## config.mk

```make
export PLATFORM = sky130hd
export DESIGN_NAME = regfile_wb
export DESIGN_NICKNAME = d
export VERILOG_FILES = /design/src/rtl/regfile_wb_pkg.sv /design/src/rtl/regfile_read_port.sv /design/src/rtl/regfile_wb.sv
export SDC_FILE = /design/constraint.sdc
export NUM_CORES = 2
export LEC_CHECK = 0
export BUFFER_PORTS_ARGS = -buffer_cell sky130_fd_sc_hd__buf_2
export CAP_MARGIN = 20
export CORE_MARGIN = 2
export CORE_UTILIZATION = 35
export DETAILED_ROUTE_END_ITERATION = 10
export SKIP_CTS_REPAIR_TIMING = 1
export SLEW_MARGIN = 20
export SYNTH_ARGS = -nofsm -noshare
export SYNTH_HDL_FRONTEND = slang
export SYNTH_SLANG_ARGS = --single-unit
export TNS_END_PERCENT = 100
```

## constraint.sdc

```tcl
create_clock -name clk -period 54.6 [get_ports clk]
set_input_delay 10.92 -clock clk [delete_from_list [all_inputs] [get_ports clk]]
set_output_delay 10.92 -clock clk [all_outputs]
set_load 0.02 [all_outputs]
```

## src/rtl/regfile_wb_pkg.sv

```systemverilog
// regfile_wb_pkg: shared MIPS register-file widths, special indices and types
package regfile_wb_pkg;
  localparam int DATA_W = 32;
  localparam int ADDR_W = 5;
  typedef logic [ADDR_W-1:0] reg_idx_t;
  typedef logic [DATA_W-1:0] word_t;
  localparam reg_idx_t REG_ZERO = 5'd0;
  localparam reg_idx_t REG_RA = 5'd31;
endpackage

```

## src/rtl/regfile_read_port.sv

```systemverilog
// regfile_read_port: one combinational read port with zero-register and pending-write bypass
module regfile_read_port #(
  parameter int DATA_W = regfile_wb_pkg::DATA_W,
  parameter int ADDR_W = regfile_wb_pkg::ADDR_W,
  parameter int DEPTH = 32
) (
  input  logic [ADDR_W-1:0] addr,
  input  logic              pend_valid,
  input  logic [ADDR_W-1:0] pend_addr,
  input  logic [DATA_W-1:0] pend_data,
  input  logic [DATA_W-1:0] regs [DEPTH],
  output logic [DATA_W-1:0] data
);
  import regfile_wb_pkg::*;
  // r0 is hardwired; an uncommitted write shadows the array entry it targets
  always_comb data = (addr == ADDR_W'(REG_ZERO)) ? '0 :
                     (pend_valid && pend_addr == addr) ? pend_data : regs[addr];
endmodule

```

## src/rtl/regfile_wb.sv

```systemverilog
// regfile_wb: 32x32 register file with a one-entry pending write-back stage and two bypassed read ports
module regfile_wb #(
  parameter int DATA_W = regfile_wb_pkg::DATA_W,
  parameter int ADDR_W = regfile_wb_pkg::ADDR_W,
  parameter int DEPTH = 32
) (
  input  logic              clk,
  input  logic              rst,
  input  logic              wr_en,
  input  logic [ADDR_W-1:0] wr_addr,
  input  logic [DATA_W-1:0] wr_data,
  input  logic [ADDR_W-1:0] rd_addr_a,
  input  logic [ADDR_W-1:0] rd_addr_b,
  output logic [DATA_W-1:0] rd_data_a,
  output logic [DATA_W-1:0] rd_data_b,
  output logic              pend_valid,
  output logic [15:0]       wr_count
);
  import regfile_wb_pkg::*;
  logic [DATA_W-1:0] regs [DEPTH];
  logic [ADDR_W-1:0] pend_addr;
  logic [DATA_W-1:0] pend_data;
  // capture the presented write while committing the previous one; r0 writes never become pending
  always_ff @(posedge clk or posedge rst) begin
    if (rst) begin
      pend_valid <= 1'b0;
      pend_addr <= '0;
      pend_data <= '0;
      wr_count <= '0;
      for (int i = 0; i < DEPTH; i++) regs[i] <= '0;
    end else begin
      pend_valid <= wr_en && (wr_addr != ADDR_W'(REG_ZERO));
      pend_addr <= wr_addr;
      pend_data <= wr_data;
      if (pend_valid) begin
        regs[pend_addr] <= pend_data;
        wr_count <= wr_count + 16'd1;
      end
    end
  end
  regfile_read_port #(.DATA_W(DATA_W), .ADDR_W(ADDR_W), .DEPTH(DEPTH)) u_rd_a (
    .addr(rd_addr_a), .pend_valid(pend_valid), .pend_addr(pend_addr),
    .pend_data(pend_data), .regs(regs), .data(rd_data_a)
  );
  regfile_read_port #(.DATA_W(DATA_W), .ADDR_W(ADDR_W), .DEPTH(DEPTH)) u_rd_b (
    .addr(rd_addr_b), .pend_valid(pend_valid), .pend_addr(pend_addr),
    .pend_data(pend_data), .regs(regs), .data(rd_data_b)
  );
endmodule

```

Yosys cells after proc, flatten, opt, wreduce, memory -nomap -nowiden
Index checks and enable logic that the tools add are counted.
{"block": "op_classes", "muxes": 13, "order_cmp": 4, "bitwise_logic": 3, "eq_ne": 2, "reduce_logical": 7, "add_sub_neg": 1}
{"operator": "$bwmux W1024", "count": 1}
{"operator": "$bmux W32 S5", "count": 2}
{"operator": "$mux W32", "count": 9}
{"operator": "$demux W32 S5", "count": 1}
{"operator": "$ge A6 B6 Y1 const B", "count": 3}
{"operator": "$not A5 Y6", "count": 3}
{"operator": "$add A16 B1 Y16 const B", "count": 1}
{"operator": "$eq A5 B5 Y1", "count": 2}
{"operator": "$logic_not A5 Y1", "count": 2}
{"operator": "$lt A6 B1 Y1 const B", "count": 1}
{"operator": "$reduce_bool A5 Y1", "count": 1}
{"operator": "$logic_and A1 B1 Y1", "count": 4}
{"block": "word_totals", "input_bits": 50, "output_inout_bits": 81, "regBits": 1078}

Logic depth before layout (Yosys ltp)
{"block": "depth", "ltp_word": 6, "mapped_depth": 9, "ltp_nobuf": 5}

Cells and area by module
A second synthesis with hierarchy kept.
{"block": "hier_totals", "cells_unflattened": 4106, "area_unflattened_um2": 58189.6}
{"module": "regfile_wb", "area_each_um2": 40009.6, "cells_per_inst": 2402, "seq_area_each_um2": 26975.9, "n_inst": 1}
{"module": "regfile_read_port", "area_each_um2": 9090.0, "cells_per_inst": 852, "seq_area_each_um2": 0.0, "n_inst": 2}

Least setup slack after synthesis
OpenSTA, ideal clock, no wires.
{"block": "synth_timing", "path_type": "in2out", "startpoint": "input port rd_addr_a[0]", "endpoint": "output port rd_data_a[28]", "slack_ns": 31.057, "cell_stages": 8, "arrival_ns": 12.623, "path_cell_list": "buf_6 -> buf_6 -> buf_4 -> mux2i_1 -> a221oi_1 -> a22oi_1 -> o21a_1 -> o311ai_1"}
{"block": "synth_via", "elab_chain_len": 6, "elab_cells_between_ends": 9, "classes_between": "eq/ne: 1; mux: 5; bitwise: 1; reduce/logical: 2"}
{"item": "from (decl)", "line_no": "regfile_wb.sv:12", "source": "input logic [ADDR_W-1:0] rd_addr_a,"}
{"item": "$not A5 Y6 (implied by the code)", "line_no": "regfile_read_port.sv:17", "source": "(pend_valid && pend_addr == addr) ? pend_data : regs[addr];"}
{"item": "$bmux W32 S5", "line_no": "regfile_read_port.sv:17"}
{"item": "$mux W32 (implied by the code) (2 in series)", "line_no": "regfile_read_port.sv:17"}
{"item": "$mux W32", "line_no": "regfile_read_port.sv:17"}
{"item": "$mux W32 *", "line_no": "regfile_read_port.sv:16", "source": "always_comb data = (addr == ADDR_W'(REG_ZERO)) ? '0 :"}
{"item": "to (decl)", "line_no": "regfile_wb.sv:14", "source": "output logic [DATA_W-1:0] rd_data_a,"}
Every way passes the cells marked *; elsewhere a longest branch is shown, timed or not. The select of a mux whose other input is x is not followed.

Worst setup path after layout
{"block": "layout_timing", "startpoint": "input port rd_addr_a[0]", "endpoint": "output port rd_data_a[20]"}
Same word-level chain as after synthesis.

==> impl_metrics.yaml <==
run:
  drv_cap: 0
timing:
  tns_ns: 0
  setup_viol: 0
  fin_crit_ns: 26.18
  drv_slew: 0
  holdWs_ns: 0.475
  setup_ws_ns: 28.42
  worst_slew_pin_slew_ns: 1.09
  max-slew-margin-rel: 0.274
  finalCritPeriodShare: 0.479
  clock_skew_ns: 0.0391
  max_freq_ghz: 0.0382
  rsz0062_at_grt: "no"
  hold_violations: 0
logic_synthesis:
  seq_area_frac_synth: 0.470
  yosysWarnings: 0
  syn_avg_cell_area_sq_um: 14.6
  yosysUniqueCellTypes: 55
  yosys_most_used_dff: "dfrtp_1"
  synth.cell_area_sq_mm: 0.0574
  synth_edf_count: 0
  async_flop_share: 1.00
  syn_inst: 3939
  ys_seq_elements: 1078
  synthesis.nets: 3990
placed_design:
  place_inst: 5942
  post-place-ws_ns: 28.37
  portBuffers: 130
  gp_congestion: 0.807
  place_area_sq_mm: 0.0599
  hpwl_um: 109000
setup_path:
  timing.rr.start: "pend_valid"
  required_ns: 43.68
  startpoint: "rd_addr_a[0]"
  cp.arrival_ns: 15.26
  crit_fanout: 62
  r2r_setup_slack_ns: 51.42
  endpoint_kind: "primary output"
  critPathLaunchType: "input pin"
  path_class: "input pin to primary output"
pwr:
  vdd_ir_drop_max_mv: 0.0287
  p_sw_frac: 0.281
  power_frac_clock: 0.352
  power.internal_mw: 1.72
  p_leak_nw: 27.8
  p_sw_mw: 0.671
  total_power_mw: 2.39
  pwr-share-seq: 0.446
  combPwrFrac: 0.202
  p_per_area_mw_per_mm2: 37.3
final_layout:
  multiInputGateArea_sq_mm: 0.0286
  fill_cells: 15200
  final_cell_mix: "dfrtp_1 (1075), mux2_2 (974), mux4_2 (403)"
  nets: 3939
  post-route-util: 0.393
  syn2layout_area_growth_pct: 11.5
  seq_area_sq_mm: 0.0270
  layout-drive-gt1-share: 0.473
  final_cells: 6159
  final_common_cell: "dfrtp_1"
  final_area_sq_mm: 0.0640
hold_path:
  hold_class: "register to register"
  worstHoldStart: "wr_count[15]"
drt:
  wl_met3_um: 14900
  drtAntennaViolNets: 0
  routed_wl_um: 193000
  vias: 37400
  first_pass_iters: 5
  routed-wl-met2_um: 89600
  drt_iter0_drc: 3912
  top_layer_used: "met5"
  drc: 0
  wl_met1_um: 81500
  viasPerCell: 6.08
  wl_per_cell_um: 31.4
floorplanning:
  die_h_um: 409
  rows: 148
  start_util: 0.352
  die_w_um: 409
  dieArea_sq_mm: 0.167
  core_region_area_sq_mm: 0.163
  ioPinCount: 131
global_routing:
  grt_pass1_vias: 37600
  grt_usage: 0.229
  grt-ovfl-total: 0
  grt_pass1_wl_um: 280000
  antenna_found_initial: 12
  grt_max_degree: 177
cts:
  cts_buffers: 116
  cts_tree: "done"
  cts.clk_slew.worst_paths_ns: 0.06
  clock_sinks: 1078
  cts_root_buf: "clkbuf_16"
  clock_latency_ns: 0.76
  cts_buffer_depth: 3
  htree_num_levels: 3
status:
  outcome: "completed"
==> layer usage <==
layer / up-vias / track usage
li1: 15100 / -
met1: 20300 / 0.315
met2: 1595 / 0.359
met3: 375 / 0.0442
met4: 8 / 0.0817
met5: - / 0
==> cells in the mapped netlist, drive strengths merged (9+ instances only) <==
library cell | instances | area (sq um)
a211oi | 49 | 368
nor2 | 64 | 240
dfrtp | 1078 | 27000
a22oi | 46 | 345
nand2 | 49 | 184
nor3b | 13 | 97.6
nand2b | 9 | 56.3
mux2 | 1036 | 11700
nand4 | 14 | 87.6
buf | 239 | 1510
a221oi | 55 | 519
o22ai | 32 | 200
mux2i | 274 | 2740
a221o | 68 | 681
mux4 | 403 | 9080
nand3 | 9 | 50.1
xnor2 | 18 | 158
clkbuf | 172 | 647
o21ai | 58 | 290
a21oi | 82 | 410
nor3 | 38 | 190
nor2b | 49 | 307
==> final cells by class <==
| type | count | share of cell area |
|---|---|---|
| multi-input cells | 2444 | 0.446 |
| flip-flops and latches | 1078 | 0.421 |
| clock buffers | 166 | 0.0539 |
| well taps | 2175 | 0.0425 |
| repair buffers | 242 | 0.0260 |
| clock inverters | 46 | 0.00920 |
| inverters | 6 | 0.000469 |
| diodes | 2 | 0.0000782 |
==> worst max-delay path, stage by stage <==
cell	delay, ns
buf_8	0.52
buf_4	0.59
buf_4	0.76
buf_4	0.73
mux4_2	0.59
mux2i_1	0.15
nor2_1	0.07
nor3_1	0.33
a21oi_1	0.22
buf_2	0.21
==> power groups by stage <==
| stage | Clock, mW | Sequential [mW] | Combinational, mW |
|---|---|---|---|
| after floorplan | 0 | 1.04 | 0.378 |
| after global placement | 0 | 1.07 | 0.474 |
| after detailed placement | 0 | 1.07 | 0.482 |
| after CTS | 0.854 | 1.06 | 0.484 |
| after global routing | 0.886 | 1.08 | 0.516 |
| final | 0.840 | 1.06 | 0.483 |
==> sequential cells by signal, summed over array words and instances, names as in the netlist <==
signal,cells
wr_count,16
pend_valid,1
regs,1024
pend_data,32
pend_addr,5
==> final timing paths <==
path	to	depth (start not counted)
setup / recovery	rd_data_a[20]	10
hold / removal	wr_count[15]	1
setup reg to reg	regs[339]	6
hold reg to reg	wr_count[15]	1
max in group asynchronous	regs[886]	6
min in group asynchronous	regs[741]	2
==> cells by family after synthesis <==
kind of cell / after synthesis / share of synthesized area
AOI/OAI and AO/OA: 427 / 0.0543
xor gates and xnor gates: 25 / 0.00381
adders and majority gates: 1 / 0.000218
buffers and inverters: 417 / 0.0379
DFF: 1078 / 0.470
muxes: 1713 / 0.409
and+or+nand+nor: 278 / 0.0253
Power figures use the tool's default switching activity.
